`src/rtl/prog_clock_divider.sv`:
```
// Runtime-programmable integer clock divider with a period-start tick and a load/busy ratio handshake.
// Optional build macro ODD50_DUTY_EN adds a negedge flop so odd ratios get an exact 50% duty cycle.
module prog_clock_divider #(
  parameter int CNT_W   = 8,
  parameter int DEF_DIV = 2
) (
  input  logic             clk,
  input  logic             reset,
  input  logic             en,
  input  logic [CNT_W-1:0] div_val,
  input  logic             load,
  output logic             div_clk,
  output logic             tick,
  output logic             busy,
  output logic             err,
  output logic [CNT_W-1:0] cur_div
);

  localparam logic [CNT_W-1:0] DEF_RATIO = CNT_W'(DEF_DIV);
  localparam logic [CNT_W-1:0] MIN_RATIO = CNT_W'(2);

  logic [CNT_W-1:0] cnt;
  logic [CNT_W-1:0] pending;
  logic             running;
  logic             hi_q;

  logic [CNT_W-1:0] cnt_inc;
  logic [CNT_W-1:0] last_cnt;
  logic [CNT_W-1:0] half;
  logic             start;
  logic             apply;
  logic             load_ok;

  // A period starts on the wrap edge, or on the first enabled edge after reset or an idle stretch.
  always_comb begin
    cnt_inc  = cnt + CNT_W'(1);
    last_cnt = cur_div - CNT_W'(1);
    half     = CNT_W'(({1'b0, cur_div} + (CNT_W+1)'(1)) >> 1);
    start    = !running || (cnt == last_cnt);
    apply    = busy && (!en || start);
    load_ok  = load && (div_val >= MIN_RATIO);
  end

  always_ff @(posedge clk or posedge reset) begin
    if (reset) begin
      cnt     <= '0;
      pending <= DEF_RATIO;
      running <= 1'b0;
      hi_q    <= 1'b0;
      tick    <= 1'b0;
      busy    <= 1'b0;
      err     <= 1'b0;
      cur_div <= DEF_RATIO;
    end else begin
      err <= load && !load_ok;

      if (!en) begin
        cnt     <= '0;
        hi_q    <= 1'b0;
        tick    <= 1'b0;
        running <= 1'b0;
      end else if (start) begin
        cnt     <= '0;
        hi_q    <= 1'b1;
        tick    <= 1'b1;
        running <= 1'b1;
      end else begin
        cnt     <= cnt_inc;
        hi_q    <= (cnt_inc < half);
        tick    <= 1'b0;
      end

      // The old pending ratio is consumed before a coincident load overwrites it.
      if (apply) begin
        cur_div <= pending;
        busy    <= 1'b0;
      end

      if (load_ok) begin
        pending <= div_val;
        busy    <= 1'b1;
      end
    end
  end

`ifdef ODD50_DUTY_EN
  logic hi_n;

  // Half-cycle-delayed copy of the high phase trims the extra half cycle off odd ratios.
  always_ff @(negedge clk or posedge reset) begin
    if (reset) begin
      hi_n <= 1'b0;
    end else begin
      hi_n <= hi_q;
    end
  end

  assign div_clk = hi_q & (hi_n | ~cur_div[0]);
`else
  assign div_clk = hi_q;
`endif

endmodule
```
`config.mk`:
```
export PLATFORM = sky130hd
export DESIGN_NAME = prog_clock_divider
export DESIGN_NICKNAME = d
export VERILOG_FILES = /design/src/rtl/prog_clock_divider.sv
export SDC_FILE = /design/constraint.sdc
export NUM_CORES = 1
export LEC_CHECK = 0
export ABC_AREA = 1
export BUFFER_PORTS_ARGS = -buffer_cell sky130_fd_sc_hd__buf_2
export CORE_MARGIN = 2
export CORE_UTILIZATION = 38
export CTS_CLUSTER_DIAMETER = 50
export DETAILED_ROUTE_END_ITERATION = 7
export GPL_ROUTABILITY_DRIVEN = 0
export SYNTH_ARGS = -nofsm -noshare
export SYNTH_HDL_FRONTEND = slang
export SYNTH_SLANG_ARGS = --single-unit
```
`constraint.sdc`:
```
create_clock -name clk -period 4.7 [get_ports clk]
set_clock_uncertainty 0.2 [all_clocks]
set_input_delay 0.94 -clock clk [delete_from_list [all_inputs] [get_ports clk]]
set_output_delay 0.94 -clock clk [all_outputs]
set_load 0.02 [all_outputs]
```
==> flow_summary.ini <==
[drt]
wl_met3_um = 144
wl_met2_um = 1583
vias = 1435
maxUsedRoutingLayer = met4
first_pass_iters = 4
wire_per_inst_um = 11.30
via_per_inst = 4.690
drt_iter0_drc = 39
drt-met1-wl_um = 1659
final_antenna_net_count = 0
drt_wl_total_um = 3457
drc = 0

[cells_and_area]
final_cell_area_um2 = 2026
final_cell_mix = nand2_1 (61), dfrtp_1 (27), inv_1 (26)
area_delta_synth_final_pct = 11.35
final_common_cell = nand2_1
n_antenna_cell = 0
nets = 273
drive_gt1_frac = 0.1825
instances_no_fill = 306
nFillCells = 464

[setup_path]
worstSetupEndpointType = flip-flop
cp_top_family = simple AND/OR/NAND/NOR gates
slowest_stage = dfrtp_1
cp.arrival_ps = 2520
r2r_slack_ps = 2160
cp_max_fo = 8
timing_worst_setup_path_type = flip-flop to flip-flop
critPathMaxStageDelay_ps = 590
worstPathCellList = inv_1 -> nor3_1 -> nand3_1 -> nor3_1 -> xnor2_1 -> ha_1 -> nand2_1 -> o21ai_0 -> a21oi_1 -> o21a_1
critPathBufInv = 1
crit_path_frequent_cell = nor3_1
required_ps = 4680
reg2reg_depth = 10
startpoint_type = flip-flop
r2r-start = cur_div[2]$_DFFE_PP0P_
reg2reg_to = div_clk$_DFF_PP0_

[global_route]
grt_pass1_wl_um = 6361
gr-total-overflow = 0
grt_max_degree = 30
grt_pass1_vias = 1443
grt_util_all_layers = 0.1557
antenna_found_initial = 0

[hold_path]
hold_depth = 2
holdPathEnd = pending[5]$_DFFE_PP0P_
holdCritStartpoint = pending[5]$_DFFE_PP0P_
worstHoldPathType = flip-flop to flip-flop

[die]
die_w_um = 73.19
core_um2 = 4661
die_area_um2 = 5357
start_util = 0.3903
pin_count = 24
core.rowCount = 25
die_h_um = 73.19

[clocking]
insertion_delay_ps = 280
cts_tree = done
cts_buffers = 5
cts_buffer_depth = 2
cts_resized = 0
path_clk_slew_ps = 70
clockRootBuffer = clkbuf_8
cts_sinks = 29
htreeDepth = 2
ctsHoldBuffers = 0
post_cts_buffers = 0

[timing]
tightestPinTransition_ps = 410.1
maxSlewHeadroom = 0.7266
fmax_ghz = 0.3940
rsz0062_at_grt = no
hold_viol_final = 0
fin_crit_ps = 2538
drv_slew = 0
finalCritPeriodShare = 0.5400
whs_ps = 279.5
tns_ps = 0
setup_violations = 0

[power_and_ir_drop]
max-vdd-ir-drop_uv = 164.7
p_sw_frac = 0.3430
power.share.clock = 0.293
p_comb_frac = 0.250
pwr-share-seq = 0.456
power_density_nw_per_um2 = 331.3
power.leakage_nw = 1.109
p_sw_uw = 230.2
intPower_uw = 441.0

[synthesis]
synth_top_area_cell = dfrtp_1
ys_seq_area_frac = 0.4003
synthCells = 227
synth_cell_types = 30
yosys-top-cells-area = dfrtp_1 (37%), nand2_1 (13%), ha_1 (6.9%)
yosysWarnings = 0
syn_area_um2 = 1819
syn_nets = 249
synth_area_per_cell_um2 = 8.014
ys_ff_latch = 29
synth_top_area_frac = 0.3714

[placement]
post_dp_cell_area_um2 = 1944
portBuffers = 23
dp_cells = 298
dp_hpwl_um = 2631

[job]
cap_violations = 0

[run_status]
status = complete, no violations
## power groups by stage
stage               sequential, mW  clock [mW]  combinational [mW]
CTS                          0.307       0.207               0.171
detailed placement           0.311           0               0.171
global placement             0.310           0               0.169
finish                       0.306       0.197               0.168
floorplan                    0.312           0               0.130
global route                 0.311       0.215               0.197
## through the flow
step                      setup slack, ps    util  power, mW
after global placement               2207  0.4172     0.4798
after global routing                 1905  0.4346     0.7224
after detailed placement             2147  0.4172     0.4817
after CTS                            2133  0.4346     0.6849
final                                2162  0.4346     0.6712
after floorplan                      2286       -     0.4425
## worst max-delay path by stage
stage / slack [ps] / depth (start not counted) / from / to
after floorplan: 2290 / 10 / cur_div[1]$_DFFE_PP1P_ / div_clk$_DFF_PP0_
after global placement: 2210 / 10 / cur_div[2]$_DFFE_PP0P_ / div_clk$_DFF_PP0_
after detailed placement: 2150 / 10 / cur_div[2]$_DFFE_PP0P_ / div_clk$_DFF_PP0_
after CTS: 2130 / 10 / cur_div[2]$_DFFE_PP0P_ / div_clk$_DFF_PP0_
after global routing: 1900 / 10 / cur_div[2]$_DFFE_PP0P_ / div_clk$_DFF_PP0_
final: 2160 / 10 / cur_div[2]$_DFFE_PP0P_ / div_clk$_DFF_PP0_
## Yosys cell counts
library cell / n
buf_2: 1
a21oi_1: 5
dfrtp_1: 27
nand3_2: 2
buf_6: 2
o21ai_0: 8
nand3_4: 1
nand2_2: 3
nor2_2: 3
nand3b_1: 3
buf_8: 1
nand4_1: 2
nor2_1: 18
inv_2: 2
ha_1: 10
nor2_8: 1
nor3_1: 2
clkbuf_2: 1
clkbuf_8: 1
nand3_1: 23
nor4_1: 1
dfstp_2: 2
inv_1: 26
nand2_1: 61
clkinv_2: 1
o21a_1: 1
clkbuf_1: 1
xnor2_1: 4
xor2_1: 13
nand2_4: 1
## cells by family after synthesis
group / count (synthesis) / share of synthesized area
AO/OA/AOI/OAI: 14 / 0.03989
AND/OR/NAND/NOR: 121 / 0.3129
adder cells (fa/ha/maj): 10 / 0.06878
buffers and inverters: 36 / 0.09627
flip-flops: 29 / 0.4003
XOR/XNOR: 17 / 0.08184
## area by class of cell
type                    count  area (um^2)  area share
inverters                  29        110.1     0.05435
clock inverters             1        5.005    0.002471
clock buffers               7        76.32     0.03768
well taps                  54        67.56     0.03335
multi-input cells         162        915.9      0.4521
repair buffers             24        122.6     0.06053
flip-flops and latches     29        728.2      0.3595
## routing by layer
layer | track usage | vias to the layer above
met2 | 0.2462 | 31
met3 | 0.04282 | 7
met5 | 0 | -
met4 | 0.07613 | 0
li1 | - | 760
met1 | 0.1953 | 637
## worst reg2reg max path, delay by kind of cell, from the launching register on
family | cells | cell delay [ps]
AO/OA/AOI/OAI | 3 | 410
adder cells (fa/ha/maj) | 1 | 280
AND/OR/NAND/NOR | 4 | 760
buffers and inverters | 1 | 110
flip-flops | 1 | 590
XOR/XNOR | 1 | 100
## state kept, by name (all words and copies together), names as in the netlist
name	count
running	1
cur_div	8
tick	1
busy	1
cnt	8
err	1
div_clk	1
pending	8
(Power assumes the default switching activity.)
